`src/rtl/brew_pkg.sv`:
```
// Shared types for the drink sequencer: FSM state codes, drink codes, timer width.
package brew_pkg;

  localparam int TMR_W = 8;

  typedef enum logic [2:0] {
    S_IDLE  = 3'd0,
    S_GRIND = 3'd1,
    S_BREW  = 3'd2,
    S_MILK  = 3'd3,
    S_FROTH = 3'd4,
    S_DONE  = 3'd5
  } state_e;

  typedef enum logic [1:0] {
    D_NONE = 2'd0,
    D_ESP  = 2'd1,
    D_LAT  = 2'd2,
    D_CAP  = 2'd3
  } drink_e;

  // Simultaneous orders resolve capp > latte > espresso.
  function automatic drink_e pick_drink(input logic esp, input logic lat, input logic cap);
    if (cap)      return D_CAP;
    else if (lat) return D_LAT;
    else if (esp) return D_ESP;
    return D_NONE;
  endfunction

endpackage

```
`src/rtl/phase_timer.sv`:
```
// Phase down-counter: load T-1 on phase entry; expired is high on the phase's last cycle.
module phase_timer
  import brew_pkg::*;
(
  input  logic             clk,
  input  logic             rst,
  input  logic             load,
  input  logic [TMR_W-1:0] load_val,
  output logic             expired
);

  logic [TMR_W-1:0] cnt_q, cnt_d;

  always_comb begin
    cnt_d = cnt_q;
    if (load)              cnt_d = load_val;
    else if (cnt_q != '0)  cnt_d = cnt_q - 1'b1;
  end

  always_ff @(posedge clk or posedge rst) begin
    if (rst) cnt_q <= '0;
    else     cnt_q <= cnt_d;
  end

  assign expired = (cnt_q == '0);

endmodule

```
`src/rtl/brew_sequencer.sv`:
```
// Drink sequencer FSM: grind/brew/milk/froth phases per drink type, overrun and count tracking.
module brew_sequencer
  import brew_pkg::*;
#(
  parameter int T_GRIND = 4,
  parameter int T_BREW  = 6,
  parameter int T_MILK  = 3,
  parameter int T_FROTH = 2
) (
  input  logic       clk,
  input  logic       rst,
  input  logic       req_espresso,
  input  logic       req_latte,
  input  logic       req_capp,
  input  logic       abort,
  input  logic       clr_ovr,
  output logic       grinder_on,
  output logic       pump_on,
  output logic       milk_on,
  output logic       froth_on,
  output logic       busy,
  output logic       done,
  output logic       overrun,
  output logic [7:0] drink_count,
  output logic [2:0] current_state
);

  localparam logic [TMR_W-1:0] LD_GRIND = TMR_W'(T_GRIND - 1);
  localparam logic [TMR_W-1:0] LD_BREW  = TMR_W'(T_BREW  - 1);
  localparam logic [TMR_W-1:0] LD_MILK  = TMR_W'(T_MILK  - 1);
  localparam logic [TMR_W-1:0] LD_FROTH = TMR_W'(T_FROTH - 1);

  state_e           state_q, state_d;
  drink_e           drink_q, drink_d;
  logic             ovr_q, ovr_d;
  logic [7:0]       cnt_q, cnt_d;
  logic             tmr_load;
  logic [TMR_W-1:0] tmr_val;
  logic             tmr_exp;
  logic             any_req;

  assign any_req = req_espresso | req_latte | req_capp;

  phase_timer u_timer (
    .clk      (clk),
    .rst      (rst),
    .load     (tmr_load),
    .load_val (tmr_val),
    .expired  (tmr_exp)
  );

  always_comb begin
    state_d  = state_q;
    drink_d  = drink_q;
    ovr_d    = ovr_q;
    cnt_d    = cnt_q;
    tmr_load = 1'b0;
    tmr_val  = '0;

    // Orders outside IDLE (DONE included) are dropped and flagged; set beats clear.
    if (clr_ovr)                        ovr_d = 1'b0;
    if (any_req && state_q != S_IDLE)   ovr_d = 1'b1;

    if (abort && state_q != S_IDLE) begin
      state_d = S_IDLE;
      drink_d = D_NONE;
    end else begin
      case (state_q)
        S_IDLE: begin
          if (any_req && !abort) begin
            drink_d  = pick_drink(req_espresso, req_latte, req_capp);
            state_d  = S_GRIND;
            tmr_load = 1'b1;
            tmr_val  = LD_GRIND;
          end
        end
        S_GRIND: begin
          if (tmr_exp) begin
            state_d  = S_BREW;
            tmr_load = 1'b1;
            tmr_val  = LD_BREW;
          end
        end
        S_BREW: begin
          if (tmr_exp) begin
            if (drink_q == D_ESP) begin
              state_d = S_DONE;
            end else begin
              state_d  = S_MILK;
              tmr_load = 1'b1;
              tmr_val  = LD_MILK;
            end
          end
        end
        S_MILK: begin
          if (tmr_exp) begin
            if (drink_q == D_CAP) begin
              state_d  = S_FROTH;
              tmr_load = 1'b1;
              tmr_val  = LD_FROTH;
            end else begin
              state_d = S_DONE;
            end
          end
        end
        S_FROTH: begin
          if (tmr_exp) state_d = S_DONE;
        end
        S_DONE: begin
          cnt_d   = cnt_q + 8'd1;
          state_d = S_IDLE;
          drink_d = D_NONE;
        end
        default: begin
          state_d = S_IDLE;
          drink_d = D_NONE;
        end
      endcase
    end
  end

  always_ff @(posedge clk or posedge rst) begin
    if (rst) begin
      state_q <= S_IDLE;
      drink_q <= D_NONE;
      ovr_q   <= 1'b0;
      cnt_q   <= 8'd0;
    end else begin
      state_q <= state_d;
      drink_q <= drink_d;
      ovr_q   <= ovr_d;
      cnt_q   <= cnt_d;
    end
  end

  // Moore outputs straight off the async-reset state flop, so reset kills them at once.
  assign grinder_on    = (state_q == S_GRIND);
  assign pump_on       = (state_q == S_BREW);
  assign milk_on       = (state_q == S_MILK);
  assign froth_on      = (state_q == S_FROTH);
  assign done          = (state_q == S_DONE);
  assign busy          = (state_q != S_IDLE);
  assign overrun       = ovr_q;
  assign drink_count   = cnt_q;
  assign current_state = state_q;

endmodule
```
`config.mk`:
```
export PLATFORM = sky130hd
export DESIGN_NAME = brew_sequencer
export DESIGN_NICKNAME = d
export VERILOG_FILES = /design/src/rtl/brew_pkg.sv /design/src/rtl/phase_timer.sv /design/src/rtl/brew_sequencer.sv
export SDC_FILE = /design/constraint.sdc
export NUM_CORES = 1
export LEC_CHECK = 0
export ABC_AREA = 0
export CORE_MARGIN = 2
export CORE_UTILIZATION = 25
export CTS_BUF_LIST = sky130_fd_sc_hd__clkbuf_4
export DETAILED_ROUTE_END_ITERATION = 6
export PLACE_DENSITY = 0.49
export RECOVER_POWER = 100
export SLEW_MARGIN = 20
export SYNTH_ARGS = -nofsm -noshare
export SYNTH_HDL_FRONTEND = slang
export SYNTH_SLANG_ARGS = --single-unit
export TNS_END_PERCENT = 20
```
`constraint.sdc`:
```
create_clock -name clk -period 3 [get_ports clk]
set_input_delay 0.6 -clock clk [delete_from_list [all_inputs] [get_ports clk]]
set_output_delay 0.6 -clock clk [all_outputs]
set_load 0.01 [all_outputs]
```
-- After elaboration in Yosys (flattened, before gate mapping)
Cells that the tools add are included.
- register bits after elaboration: 22
- output and inout bits: 18
- add/subtract/negate cells: 2
- bitwise operators: 3
- eq/ne operators: 13
- mux-type cells: 42
- reduce and logical (&&, ||, !) cells: 14
- operators by type and width (cell ; count):
    3-bit 2-to-1 mux ; 9
    1-bit 2-to-1 mux ; 18
    2-bit 2-to-1 mux ; 9
    8-bit 2-to-1 mux ; 2
    3-bit case mux with 5 select lines ; 1
    3-bit by 1-bit != test with 1-bit output, second input constant ; 4
    3-bit case mux with 4 select lines ; 1
    8-bit by 1-bit adder with 8-bit output, second input constant ; 1
    8-bit zero test ; 1
    8-bit nonzero test ; 1
    8-bit by 1-bit subtractor with 8-bit output, second input constant ; 1
    3-bit by 2-bit equality test with 1-bit output, second input constant ; 2
    3-bit equality test, second input constant ; 2
    5-bit AND reduction ; 1
    1-bit case mux with 4 select lines ; 1
    2-bit case mux with 2 select lines ; 1
    2-bit AND reduction ; 2
    2-bit nonzero test ; 2
    4-bit OR reduction ; 1
    3-bit by 1-bit equality test with 1-bit output, second input constant ; 1
    1-bit logical AND ; 3
    3-bit zero test ; 1
    3-bit != test, second input constant ; 1
    3-bit nonzero test ; 1
    6 further kinds ; 7

-- Logic depth before layout (Yosys ltp)
Gate-level depths: netlist of the first run.
- word-level depth: 10
- mapped depth: 7

-- By module
From an unflattened synthesis of the first run, not the netlist that was laid out.
- cell total of the unflattened synthesis: 150
- area total of the unflattened synthesis: 1332.5 um^2
- modules (own cells, without submodules) (module ; instances ; area an instance (um^2) ; cells an instance):
    brew_sequencer ; 1 ; 835.8 ; 94
    phase_timer ; 1 ; 496.7 ; 56

-- Worst setup path before layout of the first run
OpenSTA, ideal clock, no wires.
- kind: input port to flip-flop
- start: input port req_espresso
- end: register state_q[0] (netlist: current_state[0])
- buffers on the path: 0
- slack: 1217 ps
- cell stages on the path: 4
- arrival: 1658 ps
- setup time: 125 ps
- cell sequence: or3_1 or3_1 o2111a_1 mux2_2
- longest elaborated chain between the ends: 5
- ends and longest elaborated chain (what ; RTL line ; source):
    start, declared ; brew_sequencer.sv:12 ; input logic req_espresso,
    1-bit bitwise OR (2 in a row) ; brew_sequencer.sv:42 ; assign any_req = req_espresso | req_latte | req_capp;
    1-bit logical AND ; brew_sequencer.sv:70 ; if (any_req && !abort) begin
    3-bit != test (no line) ; n/a ;
    5-bit AND reduction (no line) ; n/a ;
    end signal, assigned ; brew_sequencer.sv:129 ; state_q <= state_d;
    end, declared ; brew_sequencer.sv:33 ; state_e state_q, state_d;
Every way passes these cells.
A chain may end at the register's enable or synchronous reset.

-- Worst setup path in the final report of the first run
- start: register state_q[2] (netlist: current_state[2])
- end: output port froth_on
- longest elaborated chain between the ends: 1
- ends and longest elaborated chain (what ; RTL line ; source):
    3-bit equality test ; brew_sequencer.sv:140 ; assign froth_on = (state_q == S_FROTH);
    end, declared ; brew_sequencer.sv:20 ; output logic froth_on,
Every way passes these cells.

==> flow_summary_export.csv, run 1 <==
group,metric,value,unit
floorplanning,die_w,78.54,µm
worst_hold_path,worstHoldPathCells,1,
power,p_sw_share,39.85,%
timing,clock_skew,0.002772,ns
placement,place_congestion,0.8309,
setup_path,cp.required,2.40,ns
yosys,syn-cell-area,1389,µm²
placement,place_hpwl,2342,µm
job,cap_violations,0,
finish,n_antenna_cell,0,
power,leakage,0.0007727,µW
yosys,synth_top_area_share,39.64,%
cts,cts-resized-gates,0,
yosys,syn_inst,143,
power,clockPowerShare,17.7,%
yosys,synth.ff_latch_count,22,
global_routing,grt_max_degree,23,
cts,postCtsSetupRepairBufs,0,
timing,tns,0,ns
cts,h-tree-depth,1,
timing,whs,0.4927,ns
timing,max_clock_freq,383.2,MHz
cts,clk_path_buf_depth,2,
yosys,yosysUniqueCellTypes,51,
cts,insertion_delay,0.31,ns
global_routing,track_usage,10.85,%
cts,ctsRootBufferMaster,"clkbuf_4",
placement,dpl_worst_slack,0.6355,ns
route,drt_iter0_markers,55,
setup_path,critPathSlowestCell,"dfrtp_1",
floorplanning,start_util,25.53,%
global_routing,grt_pass1_vias,1153,
status,status,"finished, final reports clean",
yosys,yosysSeqAreaShare,39.64,%
power,p_total,1309,µW
power,power_frac_seq,38.3,%
power,p_per_area,758.5,nW/µm²
cts,numCtsBuffers,3,
power,switching_power,521.5,µW
cts,cts_tree,"done",
setup_path,critPathMaxStageDelay,0.61,ns
power,comb_power_share,44.0,%
setup_path,end_kind,"output port",
finish,instances_no_fill,238,
floorplanning,fp-row-count,27,
route,ant_nets,0,
route,routed_wl,3179,µm
timing,worstMarginPinSlew,0.8705,ns
timing,post-route-min-period,2.610,ns
yosys,ys.flop_type,"dfrtp_1",
floorplanning,die_area,6168,µm²
global_routing,antenna_found_initial,0,
worst_hold_path,hp-class,"reg -> reg",
floorplanning,die_h,78.54,µm
setup_path,crit_fanout,14,
power,intPower,787.3,µW
floorplanning,core_region_area,5439,µm²
setup_path,crit_cells,3,
finish,final_cell_mix,"dfrtp_1, dlygate4sd3_1, nor2_1, inv_1, nand2_1",
route,vias_per_cell,4.790,
route,vias,1140,
finish,final_common_cell,"dfrtp_1",
finish,finalNetCount,177,
setup_path,cp.arrival,2.01,ns
setup_path,cp_top_family,"buffers and inverters",
timing,setup_violations,0,
setup_path,reg2regPathDepth,6,
cts,cts.clk_slew.worst_paths,0.13,ns
timing,period_share,86.99,%
placement,dpl.cell_count,234,
route,post_drt_wl_per_cell,13.36,µm
route,drt-pass1-iter-count,4,
setup_path,crit_path_cell_trace,"or3b_1, inv_1, clkdlybuf4s50_1",
route,drc_errors,0,
yosys,yosysWarnings,0,
floorplanning,io-pin-count,25,
timing,timing.final.ws_setup,0.3904,ns
yosys,synthArstFlopShare,100.0,%
timing,relSlewSlack,41.90,%
yosys,synth-edff-count,0,
global_routing,grt-ovfl-total,0,
placement,io_buffers,24,
power,ir_drop,349.4,µV
finish,drive_above_1_share,8.434,%
cts,cts.hold.buffers_added,0,
setup_path,critPathKind,"reg -> out",
setup_path,startpoint_type,"flop",
yosys,synth_area_leader_cell,"dfrtp_1",
global_routing,grt_pass1_wl,5464,µm
timing,slew_violations,0,
timing,rsz0062_at_grt,"false",
yosys,synth_nets,153,
finish,area_delta_synth_final,24.23,%
timing,hold_viol,0,
setup_path,critical_path_buf_inv_count,2,
cts,clkSinkCount,22,
yosys,synth_area_leaders,"dfrtp_1, xnor2_1, nor2_1, inv_1, ha_1",
finish,fillCellCount,542,
yosys,syn_avg_cell_area,9.712,µm²
==> per-stage QoR <==
stage / area [µm²] / util, %
after floorplan: 1389 / -
final: 1725 / 31.72
after detailed placement: 1689 / 31.06
after CTS: 1742 / 32.02
after global placement: 1689 / 31.06
after global routing: 1725 / 31.72
==> layout make-up <==
| class | count | area [µm²] | share of cell area, % |
|---|---|---|---|
| sequential | 22 | 550.5 | 31.91 |
| tap | 72 | 90.09 | 5.221 |
| clock inverter | 1 | 30.03 | 1.740 |
| inverter | 11 | 41.29 | 2.393 |
| multi-input combinational | 105 | 750.7 | 43.51 |
| clock buffer | 3 | 22.52 | 1.305 |
| timing repair buffer | 24 | 240.2 | 13.92 |
==> logic make-up (layout without fill, tap and decap cells) <==
logic type,after synthesis,after routing,share of synthesized area [%]
XOR/XNOR,10,10,6.307
adder cells (fa/ha/maj),3,3,2.703
AND/OR/NAND/NOR,56,56,24.24
flip-flops,22,22,39.64
buffers and inverters,16,39,5.135
AO/OA/AOI/OAI,32,32,18.92
multiplexers,4,4,3.063
==> final timing paths <==
check / start / to / slack (ns)
max: current_state[2]$_DFFE_PP0P_ / froth_on / 0.39
min: drink_count[7]$_DFFE_PP0P_ / drink_count[7]$_DFFE_PP0P_ / 0.49
max reg2reg: u_timer.cnt_q[0]$_DFFE_PP0P_ / u_timer.cnt_q[4]$_DFFE_PP0P_ / 0.54
min reg2reg: drink_count[7]$_DFFE_PP0P_ / drink_count[7]$_DFFE_PP0P_ / 0.49
max in group asynchronous: rst / u_timer.cnt_q[4]$_DFFE_PP0P_ / 1.58
min in group asynchronous: rst / drink_count[7]$_DFFE_PP0P_ / 0.89
==> power groups by stage <==
stage / Clock [µW] / Combinational, µW / Sequential [µW]
6_report: 232 / 575 / 502
5_1_grt: 253 / 641 / 518
4_1_cts: 242 / 601 / 504
3_5_place_dp: 0 / 597 / 510
3_3_place_gp: 0 / 596 / 506
2_1_floorplan: 0 / 443 / 474
==> Yosys cell counts (all sizes together) (4+ instances only) <==
master,n
a21oi,7
buf,4
dfrtp,22
inv,11
nand2,9
nand3,6
nor2,13
nor3,4
o211ai,4
xnor2,8
==> flip-flops by register name (all words and copies together) (netlist names) <==
register	cells
current_state	3
drink_count	8
drink_q	2
overrun	1
u_timer.cnt_q	8
==> layer usage <==
layer | up-vias | track usage, % | share of wire, %
li1 | 561 | - | -
met1 | 555 | 13.70 | 45
met2 | 22 | 19.15 | 51
met3 | 2 | 1.379 | 2.9
met4 | 0 | 3.333 | 0.82
met5 | - | 0 | 0
(Power assumes the default switching activity.)
==> run 2, diff against run 1 <==
- PLACE_DENSITY: 0.49 -> 0.51
- clock period: 3 -> 2.15 ns (I/O delays scaled with it)
==> flow_summary_export.csv, run 2 (synthesized netlist as in run 1, its figures left out) <==
group,metric,value,unit
cts,insertion_delay,0.32,ns
route,drc_errors,0,
setup_path,critPathSlowestCell,"clkdlybuf4s50_1",
finish,fin_util,33.45,%
finish,final_common_cell,"dfrtp_1",
global_routing,grt-busiest-layer,"met2",
floorplanning,die_h,78.54,µm
route,vias_per_cell,4.640,
cts,cts.hold.buffers_added,0,
timing,worstMarginPinSlew,1.182,ns
timing,setup_violations,0,
route,ant_nets,0,
worst_hold_path,hp-start,"drink_count[7]$_DFFE_PP0P_",
setup_path,critPathKind,"reg -> out",
floorplanning,core_region_area,5439,µm²
floorplanning,start_util,25.53,%
route,drt_iter0_markers,36,
timing,tns,0,ns
power,p_total,1888,µW
global_routing,antenna_found_initial,0,
setup_path,critPathMaxStageDelay,0.58,ns
timing,max_clock_freq,496.2,MHz
timing,period_share,93.73,%
timing,post-route-min-period,2.015,ns
setup_path,crit_path_cell_trace,"clkbuf_2, clkdlybuf4s50_1",
cts,clkSinkCount,22,
status,status,"finished, final reports clean",
cts,cts_tree,"done",
finish,area_delta_synth_final,30.99,%
cts,ctsRootBufferMaster,"clkbuf_4",
placement,io_buffers,24,
global_routing,grt-ovfl-total,0,
finish,n_antenna_cell,0,
job,cap_violations,0,
worst_hold_path,worstHoldPathCells,1,
setup_path,reg2regPathDepth,7,
setup_path,rr_startpoint,"u_timer.cnt_q[0]$_DFFE_PP0P_",
worst_hold_path,hp-class,"reg -> reg",
timing,rsz0062_at_grt,"false",
setup_path,crit_fanout,11,
power,p_per_area,1038,nW/µm²
timing,clock_skew,0.005090,ns
setup_path,cp.arrival,1.59,ns
setup_path,startpoint_type,"flop",
placement,place_congestion,0.7675,
placement,dpl_worst_slack,0.09222,ns
global_routing,track_usage,10.85,%
timing,hold_viol,0,
worst_hold_path,hold_end,"drink_count[7]$_DFFE_PP0P_",
timing,timing.final.ws_setup,0.1348,ns
setup_path,rrSetupSlack,0.29,ns
placement,place_hpwl,2325,µm
floorplanning,die_w,78.54,µm
route,post_drt_wl_per_cell,12.38,µm
global_routing,gr-usage-met2,17.78,%
floorplanning,die_area,6168,µm²
timing,slew_violations,0,
cts,h-tree-depth,1,
floorplanning,fp-row-count,27,
cts,numCtsBuffers,3,
route,drt-pass1-iter-count,4,
power,ir_drop,544.0,µV
global_routing,met1_usage,14.20,%
floorplanning,io-pin-count,25,
global_routing,grt_pass1_wl,5402,µm
timing,relSlewSlack,21.21,%
setup_path,end_kind,"output port",
setup_path,r2r-end,"u_timer.cnt_q[4]$_DFFE_PP0P_",
finish,fillCellCount,565,
route,routed_wl,3131,µm
cts,cts.clk_slew.worst_paths,0.14,ns
global_routing,grt_max_degree,23,
finish,drive_above_1_share,13.81,%
finish,finalNetCount,192,
finish,final_cell_mix,"dfrtp_1, dlygate4sd3_1, nor2_1, inv_1, buf_4",
power,leakage,0.0008324,µW
finish,instances_no_fill,253,
global_routing,met3_usage,1.839,%
placement,dpl.cell_count,248,
global_routing,grt_pass1_vias,1172,
setup_path,cp.required,1.72,ns
route,vias,1174,
cts,clk_path_buf_depth,2,
## run 2: changes by cell type in the layout (fill, tap and decap cells not counted), moves of 2 or more
cell / delta
buf_4: +10
clkdlybuf4s25_1: +3
dlygate4sd3_1: -6
clkbuf_1: +4
dlygate4sd2_1: +2
## run 2: per-layer routing
metal	part of all wire (%)	vias up
met5	0	-
met4	1.8	0
met3	2.5	5
met2	45	17
met1	50	562
li1	-	590
## run 2: repair_timing
action,in CTS,in global routing
endpoints found under the setup margin,3,4
setup buffers,1,0
resized for setup,3,4
## run 2: worst max path at each step
stage	start	endpoint	slack, ns
3_5_place_dp	req_espresso	current_state[0]$_DFFE_PP0P_	0.09
2_1_floorplan	u_timer.cnt_q[0]$_DFFE_PP0P_	u_timer.cnt_q[3]$_DFFE_PP0P_	0.46
4_1_cts	current_state[2]$_DFFE_PP0P_	busy	0.007
5_1_grt	current_state[2]$_DFFE_PP0P_	busy	0.07
6_report	current_state[2]$_DFFE_PP0P_	current_state[2]	0.13
3_3_place_gp	req_espresso	current_state[0]$_DFFE_PP0P_	0.11
## run 2: worst max-delay path, delay by kind of cell (launching register included)
| kind | cells | cell delay, ns |
|---|---|---|
| buffers and inverters | 2 | 0.84 |
| DFF | 1 | 0.41 |
## run 2: cell type report
class | count | area [µm²] | area share, %
Multi-Input combinational cell | 105 | 749.5 | 41.20
Sequential cell | 22 | 550.5 | 30.26
Inverter | 11 | 41.29 | 2.270
Clock buffer | 3 | 22.52 | 1.238
Clock inverter | 1 | 30.03 | 1.651
Tap cell | 72 | 90.09 | 4.952
Timing Repair Buffer | 39 | 335.3 | 18.43
## run 2: metrics by stage
stage	hold slack, ns	cell area (µm²)
after floorplan	0.4192	1389
after global placement	0.4664	1794
after detailed placement	0.4741	1794
after CTS	0.4294	1857
after global routing	0.5001	1819
final	0.4803	1819
## run 2: power breakdown
group / leakage [µW] / total, µW / internal, µW / switching [µW]
clock: 0.0000279 / 332 / 189 / 143
sequential: 0.000289 / 665 / 527 / 138
combinational: 0.000516 / 892 / 436 / 456
